--- src/rtl/bcd_to_time.sv ---
// Binary seconds count to registered BCD MM:SS word, saturating at 59:59.
// Constant divisions use reciprocal multiplies with a remainder correction.
module bcd_to_time (
  input  logic        clk,
  input  logic        rst_n,
  input  logic [11:0] count,
  output logic [15:0] time_out
);

  logic [15:0] time_q, time_d;

  logic [11:0] sat_c;
  logic [22:0] prod60;
  logic [6:0]  min_est;
  logic [11:0] rem_est;
  logic [5:0]  minutes;
  logic [5:0]  seconds;
  logic [3:0]  min_tens, min_ones, sec_tens, sec_ones;

  // x / 10 for x in 0..59: 13/128 overestimates by < 0.1, never crossing a digit
  function automatic logic [7:0] div10(input logic [5:0] x);
    logic [10:0] p;
    logic [3:0]  q;
    logic [5:0]  r;
    p = {5'd0, x} * 11'd13;
    q = 4'(p >> 7);
    r = x - 6'({2'd0, q} * 6'd10);
    return {q, 4'(r)};
  endfunction

  always_comb begin
    sat_c   = (count > 12'd3599) ? 12'd3599 : count;
    // 1092/65536 underestimates 1/60, so the quotient is at most one low
    prod60  = {11'd0, sat_c} * 23'd1092;
    min_est = 7'(prod60 >> 16);
    rem_est = sat_c - ({5'd0, min_est} * 12'd60);
    minutes = 6'(min_est);
    seconds = 6'(rem_est);
    if (rem_est >= 12'd60) begin
      minutes = 6'(min_est + 7'd1);
      seconds = 6'(rem_est - 12'd60);
    end
    {min_tens, min_ones} = div10(minutes);
    {sec_tens, sec_ones} = div10(seconds);
    time_d = {min_tens, min_ones, sec_tens, sec_ones};
  end

  always_ff @(posedge clk or negedge rst_n) begin
    if (!rst_n) time_q <= 16'h0000;
    else        time_q <= time_d;
  end

  assign time_out = time_q;

endmodule

--- config.mk ---
export PLATFORM = sky130hd
export DESIGN_NAME = bcd_to_time
export DESIGN_NICKNAME = d
export VERILOG_FILES = /design/src/rtl/bcd_to_time.sv
export SDC_FILE = /design/constraint.sdc
export NUM_CORES = 1
export LEC_CHECK = 0
export CAP_MARGIN = 20
export CORE_MARGIN = 4
export CORE_UTILIZATION = 60
export DETAILED_ROUTE_END_ITERATION = 10
export GPL_ROUTABILITY_DRIVEN = 0
export HOLD_SLACK_MARGIN = 0.15
export PLACE_DENSITY = 0.84
export SETUP_SLACK_MARGIN = 0.5
export SYNTH_ARGS = -nofsm -noshare
export SYNTH_HDL_FRONTEND = slang
export SYNTH_SLANG_ARGS = --single-unit
--- constraint.sdc ---
create_clock -name clk -period 0.8 [get_ports clk]
set_clock_uncertainty 0.15 [all_clocks]
set_input_delay 0.16 -clock clk [delete_from_list [all_inputs] [get_ports clk]]
set_output_delay 0.16 -clock clk [all_outputs]
set_load 0.03 [all_outputs]
==> results of run 1 <==
==> cell families after synthesis <==
group | synth area share
fa+ha+maj | 0.426
buf+inv | 0.0831
compound gates | 0.159
simple gates | 0.109
xor+xnor | 0.115
flops | 0.101
mux | 0.00612
other cells | 0.00108
==> synth_stat cells, types with 6 or more instances <==
library cell	number
ha_1	92
inv_1	70
xnor2_1	25
a21oi_1	16
fa_1	16
dfrtp_1	14
o21ai_0	12
nor2_1	11
xor2_1	10
nand2_1	9
nand2b_1	9
a21o_1	8
and2_1	8
nand3_1	6
nand4_1	6
==> per-stage QoR <==
stage / util / cells / area, µm²
3_3_place_gp: 0.870 / 591 / 4850
2_1_floorplan: - / 379 / 3650
3_5_place_dp: 0.870 / 591 / 4850
==> metrics.log, run 1 <==
INFO  metric placement.setup.worst_slack = -11.17 ns
INFO  metric port_buffers = 27
INFO  metric stop_error = [ERROR DPL-0038] Utilization greater than 100%, impossible to legalize
INFO  metric yosys_warnings = 0
INFO  metric post_synth_instance_area = approximately 3500 µm²
INFO  metric synth_seq_area_share = 0.101
INFO  metric boundaryPins = 30
INFO  metric post_synthesis_register_bit_count = 14
INFO  metric ys_types = 59
INFO  metric stop_stage = clock tree synthesis (4_1_cts)
INFO  metric post_cts_buffers = 60
INFO  metric synth_top_area_share = 0.331
INFO  metric syn_avg_cell_area = 9.20 µm²
INFO  metric row_cnt = 27
INFO  metric post_synth_inst_count = ~380
INFO  metric postSynth.asyncResetShare = 1.00
INFO  metric dp_hpwl = 8680 µm
INFO  metric die_y = 84.1 µm
INFO  metric ctsHtreeMaxLevel = 1
INFO  metric numClockSinks = 14
INFO  metric die_span_x = ~84 µm
INFO  metric synth_top_area_cell = ha_1
INFO  metric number_of_enable_type_register_cells_in_the_synthesized_netlist = 0
INFO  metric initial_utilization = 0.624
INFO  metric synthFlopType = dfrtp_1
INFO  metric run_status = did not finish
INFO  metric post_cts_resize_count = approximately 100
INFO  metric synth.area.top_cells = ha_1 (33%), dfrtp_1 (10%), fa_1 (9.2%)
INFO  metric clk_root_buffer_cell = clkbuf_8
INFO  metric clk_path_buf_depth = 2
INFO  metric cts-buffers-inserted = 3
==> inputs of run 2 (changes only) <==
--- a/config.mk
+++ b/config.mk
@@ -7,12 +7,10 @@
 export LEC_CHECK = 0
 export CAP_MARGIN = 20
 export CORE_MARGIN = 4
-export CORE_UTILIZATION = 60
+export CORE_UTILIZATION = 40
 export DETAILED_ROUTE_END_ITERATION = 10
 export GPL_ROUTABILITY_DRIVEN = 0
-export HOLD_SLACK_MARGIN = 0.15
-export PLACE_DENSITY = 0.84
-export SETUP_SLACK_MARGIN = 0.5
+export PLACE_DENSITY_LB_ADDON = 0.15
 export SYNTH_ARGS = -nofsm -noshare
 export SYNTH_HDL_FRONTEND = slang
 export SYNTH_SLANG_ARGS = --single-unit
==> run 2 against run 1 <==
Net effect:
- synthesized cell count is the same
- synthesized area is the same
- the flow now finishes, with violations (negative setup slack)
==> metrics.log, run 2 <==
INFO  metric avgRoutedWirePerCell = 14.1 µm
INFO  metric syn_avg_cell_area = 9.20 µm² (unchanged)
INFO  metric clk_root_buffer_cell = clkbuf_8
INFO  metric global_route.usage.total = 0.181
INFO  metric first_pass_grt_wire_length = 15200 µm
INFO  metric grt_start_max_net_pins = 15
INFO  metric drc = 0
INFO  metric most-common-layout-cells = buf_4 (146), ha_1 (72), inv_1 (50)
INFO  metric residual_overflow_from_global_routing = 0
INFO  metric critPathArrivalTime = 10.80 ns
INFO  metric cts-buffers-inserted = 3 (unchanged)
INFO  metric rsz0062_at_grt = true
INFO  metric timing_hold_violations_final = 0
INFO  metric finalWorstPathRequiredPeriod = 10.84 ns
INFO  metric postRouteWirelength = between 9000 and 10000 µm
INFO  metric hold_class = in2async
INFO  metric synth_seq_area_share = 0.101 (unchanged)
INFO  metric ctsHtreeMaxLevel = 1 (unchanged)
INFO  metric antenna_violations_before_repair = 0
INFO  metric postSynth.asyncResetShare = 1.00 (unchanged)
INFO  metric layout-drive-gt1-share = 0.518
INFO  metric synth.area.top_cells = ha_1 (33%), dfrtp_1 (10%), fa_1 (9.2%)
INFO  metric timing.final.setup_violations = 28
INFO  metric yosys_warnings = 0 (unchanged)
INFO  metric post_dp_cell_area = 4930 µm² (+1.6%)
INFO  metric die_span_x = 101 µm (+20%)
INFO  metric areaGrowthSynthToFinish = 66.7%
INFO  metric post_synth_fa_ha_maj_area_fraction = 0.426 (unchanged)
INFO  metric final.setup.tns = -122.90 ns
INFO  metric placement.setup.worst_slack = -10.77 ns (+0.399 ns)
INFO  metric final_common_cell = buf_4
INFO  metric synth_top_area_cell = ha_1
INFO  metric run_status = finished, violations left
INFO  metric setup.worst_path.end_class = register
INFO  metric final_worst_path_cycle_share = 13.5
INFO  metric core_area = 8340 µm²
INFO  metric post_synth_inst_count = 378 (unchanged)
INFO  metric die_area = 10200 µm²
INFO  metric post_synthesis_register_bit_count = 14 (unchanged)
INFO  metric grt_pass1_vias = ~3500
INFO  metric timing_max_transition_violations_final = 0
INFO  metric worstPathRequired = 0.76 ns
INFO  metric post_synth_instance_area = 3480 µm² (unchanged)
INFO  metric clock_pin_slew_on_the_worst_setup_and_hold_paths = 0.05 ns
INFO  metric row_cnt = 33 (+22%)
INFO  metric violations_in_the_final_reports = negative setup slack
INFO  metric synth_compound_area_frac = 0.159 (unchanged)
INFO  metric synthSimpleGateAreaFrac = 0.109 (unchanged)
INFO  metric synth-xor-area-share = 0.115 (unchanged)
INFO  metric initial_utilization = 0.417 (-0.207)
INFO  metric critical_path_maximum_fanout = 5
INFO  metric max_stage_delay = 0.54 ns
INFO  metric ant_nets = 0
INFO  metric synthFlopType = dfrtp_1
INFO  metric number_of_enable_type_register_cells_in_the_synthesized_netlist = 0 (unchanged)
INFO  metric final.setup.worst_slack = -10.04 ns
INFO  metric antenna_cells = 0
INFO  metric synthMuxAreaShare = 0.00612 (unchanged)
INFO  metric numClockSinks = 14 (unchanged)
INFO  metric design_area = 5800 µm²
INFO  metric first_iteration_detailed_routing_drc_count = 79
INFO  metric path_class = in2reg
INFO  metric clk_path_buf_depth = 2 (unchanged)
INFO  metric dominant_combinational_cell_family_by_area_after_synthesis = adder cells
INFO  metric netlist_top_cells_count = ha_1 (92), inv_1 (70), xnor2_1 (25)
INFO  metric vias_per_cell = 4.94
INFO  metric drt-pass1-iter-count = 4
INFO  metric layout.nets = 682
INFO  metric cap_viol_max_count = 0
INFO  metric tritoncts = built
INFO  metric ys_types = 59 (unchanged)
INFO  metric largest_register_ffs = 14
INFO  metric yosys.cell_count.top_type = ha_1
INFO  metric port_buffers = 27 (unchanged)
INFO  metric critPathLaunchType = primary input
INFO  metric boundaryPins = 30 (unchanged)
INFO  metric slowest_stage = or4_4
INFO  metric vias = 3277
INFO  metric dp_hpwl = 7710 µm (-11%)
INFO  metric die_y = 101 µm (+20%)
INFO  metric synth_top_area_share = 0.331 (unchanged)
INFO  metric fmaxAchievable = 92.3 MHz
INFO  metric fin_worst_hold_slack = 0.118 ns
run 2: metrics by stage:
step | instances | utilization
2_1_floorplan | 379 | -
3_3_place_gp | 631 | 0.591
3_5_place_dp | 631 | 0.591
4_1_cts | 656 | 0.648
5_1_grt | 663 | 0.695
6_report | 663 | 0.695
run 2: worst paths after layout:
path / from / to / slack [ns] / cells past startpoint
min: rst_n / time_out[0]$_DFF_PN0_ / 0.12 / 2
max in group asynchronous: rst_n / time_out[13]$_DFF_PN0_ / 0.27 / 2
max: count[5] / time_out[3]$_DFF_PN0_ / -10.04 / 51
min in group clk: count[6] / time_out[0]$_DFF_PN0_ / 0.43 / 6
run 2: kinds of logic after synthesis:
group                      count (synthesis)
AOI/OAI and AO/OA                         70
DFF                                       14
other                                      1
muxes                                      2
xor gates and xnor gates                  39
and+or+nand+nor                           68
buffers and inverters                     75
adders and majority gates                109
run 2: cell type report:
cell class | count | area [µm²]
tap | 105 | 131
sequential | 14 | 350
inverter | 70 | 263
multi-input combinational | 290 | 3530
fill | 658 | 2540
timing repair buffer | 181 | 1480
clock buffer | 3 | 41.3
run 2: per-layer routing:
| metal | track usage | vias to the layer above | share of wire |
|---|---|---|---|
| li1 | - | 1667 | - |
| met4 | 0.0389 | 0 | 0.0094 |
| met1 | 0.222 | 1565 | 0.43 |
| met2 | 0.347 | 37 | 0.54 |
| met3 | 0.00964 | 8 | 0.014 |
| met5 | 0 | - | 0 |
run 2: worst max-delay path: cells and delay by family:
family                     cells  cell delay, ns
xor gates and xnor gates       7            1.34
and+or+nand+nor               11            2.16
buffers and inverters          9            0.48
muxes                          2            0.53
AOI/OAI and AO/OA              9            1.99
adders and majority gates     13            4.08
run 2: what timing repair did:
action | CTS | global route
gates cloned | 0 | 0
hold buffers | 0 | 0
endpoints found under the setup margin | 28 | 28
pin swaps | 50 | 59
buffers inserted | 24 | 11
gates resized for setup | 81 | 57
Power of run 2 is left out: the tool's default activity adds up to more than one toggle a clock period on the data nets, which glitch-free logic cannot reach.
==> inputs of run 3 (changes only) <==
--- a/config.mk
+++ b/config.mk
@@ -8,9 +8,11 @@
 export CAP_MARGIN = 20
 export CORE_MARGIN = 4
 export CORE_UTILIZATION = 40
+export CTS_CLUSTER_DIAMETER = 120
 export DETAILED_ROUTE_END_ITERATION = 10
 export GPL_ROUTABILITY_DRIVEN = 0
 export PLACE_DENSITY_LB_ADDON = 0.15
+export REMOVE_ABC_BUFFERS = 1
 export SYNTH_ARGS = -nofsm -noshare
 export SYNTH_HDL_FRONTEND = slang
 export SYNTH_SLANG_ARGS = --single-unit
==> run 3 against run 2 <==
Net effect:
- the flow still finishes with violations (negative setup slack)
- utilization grew 0.98 points
- fmax shrank 0.57%
- worst hold slack lost 0.021 ns
- critical path type unchanged
- highest routed layer unchanged
==> metrics.log, run 3 (same netlist as run 2, synthesis figures left out) <==
INFO  metric finalWorstPathRequiredPeriod = 10.90 ns (+0.0623 ns)
INFO  metric die_y = 101 µm (unchanged)
INFO  metric ctsHtreeMaxLevel = 1 (unchanged)
INFO  metric final_common_cell = buf_4
INFO  metric port_buffers = 27 (unchanged)
INFO  metric grt_start_max_net_pins = 15 (unchanged)
INFO  metric holdBufCountCts = 0 (unchanged)
INFO  metric layout.nets = 714 (+4.7%)
INFO  metric final.setup.worst_slack = -10.10 ns (-0.0623 ns)
INFO  metric fmaxAchievable = 91.7 MHz (-0.57%)
INFO  metric timing.final.setup_violations = 28 (unchanged)
INFO  metric path_common_cell = buf_4
INFO  metric areaGrowthSynthToFinish = 69.0%
INFO  metric layout-drive-gt1-share = 0.532 (+0.0143)
INFO  metric first_pass_grt_wire_length = 16000 µm (+5.3%)
INFO  metric first_iteration_detailed_routing_drc_count = 131 (+66%)
INFO  metric slowest_stage = fa_1
INFO  metric row_cnt = 33 (unchanged)
INFO  metric postRouteWirelength = 10400 µm (+12%)
INFO  metric max_stage_delay = 0.53 ns (about the same)
INFO  metric path_class = in2reg
INFO  metric die_span_x = 101 µm (unchanged)
INFO  metric placement.setup.worst_slack = -11.07 ns (-0.302 ns)
INFO  metric setup.worst_path.end_class = register
INFO  metric worstPathRequired = 0.76 ns (about the same)
INFO  metric critPathArrivalTime = 10.86 ns (+0.06 ns)
INFO  metric cap_viol_max_count = 0 (unchanged)
INFO  metric final_worst_path_cycle_share = 13.6 (+0.0779)
INFO  metric initial_utilization = 0.417 (unchanged)
INFO  metric core_area = 8340 µm² (unchanged)
INFO  metric run_status = finished, violations left
INFO  metric post_dp_cell_area = 4720 µm² (-4.2%)
INFO  metric rsz0062_at_grt = true
INFO  metric design_area = 5880 µm² (+1.4%)
INFO  metric clk_path_buf_depth = 2 (unchanged)
INFO  metric hold_class = in2async
INFO  metric endpoint = time_out[11]$_DFF_PN0_
INFO  metric timing_hold_violations_final = 0 (unchanged)
INFO  metric largest_register_ffs = 14 (unchanged)
INFO  metric crit_path_from = count[5]
INFO  metric final_util = 0.705 (+0.00975)
INFO  metric antenna_cells = 0 (unchanged)
INFO  metric ant_nets = 0 (unchanged)
INFO  metric final.setup.tns = -124.68 ns (-1.78 ns)
INFO  metric critPathLaunchType = primary input
INFO  metric clock_pin_slew_on_the_worst_setup_and_hold_paths = 0.05 ns (about the same)
INFO  metric grt_pass1_vias = 3607 (+4.3%)
INFO  metric global_route.usage.total = 0.191 (+0.00927)
INFO  metric numClockSinks = 14 (unchanged)
INFO  metric drt-pass1-iter-count = 5 (+1)
INFO  metric critical_path_maximum_fanout = 4 (-1)
INFO  metric vias_per_cell = 5.07 (+2.6%)
INFO  metric residual_overflow_from_global_routing = 0 (unchanged)
INFO  metric violations_in_the_final_reports = negative setup slack
INFO  metric timing_max_transition_violations_final = 0 (unchanged)
INFO  metric die_area = 10200 µm² (unchanged)
INFO  metric most-common-layout-cells = buf_4 (178), ha_1 (72), inv_1 (51)
INFO  metric max-slew-margin-rel = 0.655
INFO  metric boundaryPins = 30 (unchanged)
INFO  metric clk_root_buffer_cell = clkbuf_8
INFO  metric tightestPinTransition = 0.514 ns
INFO  metric dp_hpwl = 7320 µm (-5.0%)
INFO  metric drc = 0 (unchanged)
INFO  metric avgRoutedWirePerCell = 15.0 µm (+6.4%)
INFO  metric tritoncts = built
INFO  metric antenna_violations_before_repair = 0 (unchanged)
INFO  metric vias = 3526 (+7.6%)
INFO  metric cts-buffers-inserted = 3 (unchanged)
==> run 3: worst min path at each step <==
| stage | start | to | slack (ns) | depth (start not counted) |
|---|---|---|---|---|
| detailed placement | rst_n | time_out[8]$_DFF_PN0_ | 0.36 | 2 |
| finish | rst_n | time_out[1]$_DFF_PN0_ | 0.1 | 2 |
| CTS | rst_n | time_out[4]$_DFF_PN0_ | 0.09 | 2 |
| global placement | rst_n | time_out[6]$_DFF_PN0_ | 0.35 | 2 |
| floorplan | rst_n | time_out[0]$_DFF_PN0_ | -0.29 | 0 |
| global route | rst_n | time_out[13]$_DFF_PN0_ | 0.11 | 2 |
==> run 3: timing repair <==
item / 4_1_cts / 5_1_grt
resized for setup: 95 / 60
pin swaps: 55 / 32
endpoints found under the setup margin: 28 / 28
buffers inserted: 65 / 9
==> run 3: routing by layer <==
| metal | track usage | share of wire | up-vias |
|---|---|---|---|
| met4 | 0.0378 | 0.022 | 0 |
| met2 | 0.369 | 0.53 | 83 |
| met1 | 0.229 | 0.40 | 1689 |
| li1 | - | - | 1731 |
| met5 | 0 | 0 | - |
| met3 | 0.0131 | 0.040 | 23 |
==> run 3: worst max-delay path, delay by kind of cell <==
family | cells | cell delay [ns]
xor gates and xnor gates | 4 | 0.76
adders and majority gates | 6 | 1.96
AOI/OAI and AO/OA | 8 | 2.09
and+or+nand+nor | 6 | 1.29
buffers and inverters | 40 | 4.57
==> run 3: layout make-up <==
class,instances,area [µm²]
tap,105,131
clock buffer,3,41.3
timing repair buffer,213,1710
multi-input combinational,290,3380
sequential,14,350
inverter,70,263
fill,610,2460
==> run 3: through the flow <==
| stage | cells | hold WS, ns |
|---|---|---|
| 4_1_cts | 690 | 0.0942 |
| 5_1_grt | 695 | 0.106 |
| 2_1_floorplan | 374 | -0.286 |
| 3_5_place_dp | 624 | 0.356 |
| 6_report | 695 | 0.0967 |
| 3_3_place_gp | 624 | 0.354 |
Power of run 3 is left out for the same reason.
==> inputs of run 4 (changes only) <==
--- a/config.mk
+++ b/config.mk
@@ -13,6 +13,7 @@
 export GPL_ROUTABILITY_DRIVEN = 0
 export PLACE_DENSITY_LB_ADDON = 0.15
 export REMOVE_ABC_BUFFERS = 1
+export SKIP_LAST_GASP = 1
 export SYNTH_ARGS = -nofsm -noshare
 export SYNTH_HDL_FRONTEND = slang
 export SYNTH_SLANG_ARGS = --single-unit
==> results of run 4 <==
Same layout as run 3: the final DEF is identical, and so are final timing and power.
Power of run 4 is left out for the same reason.
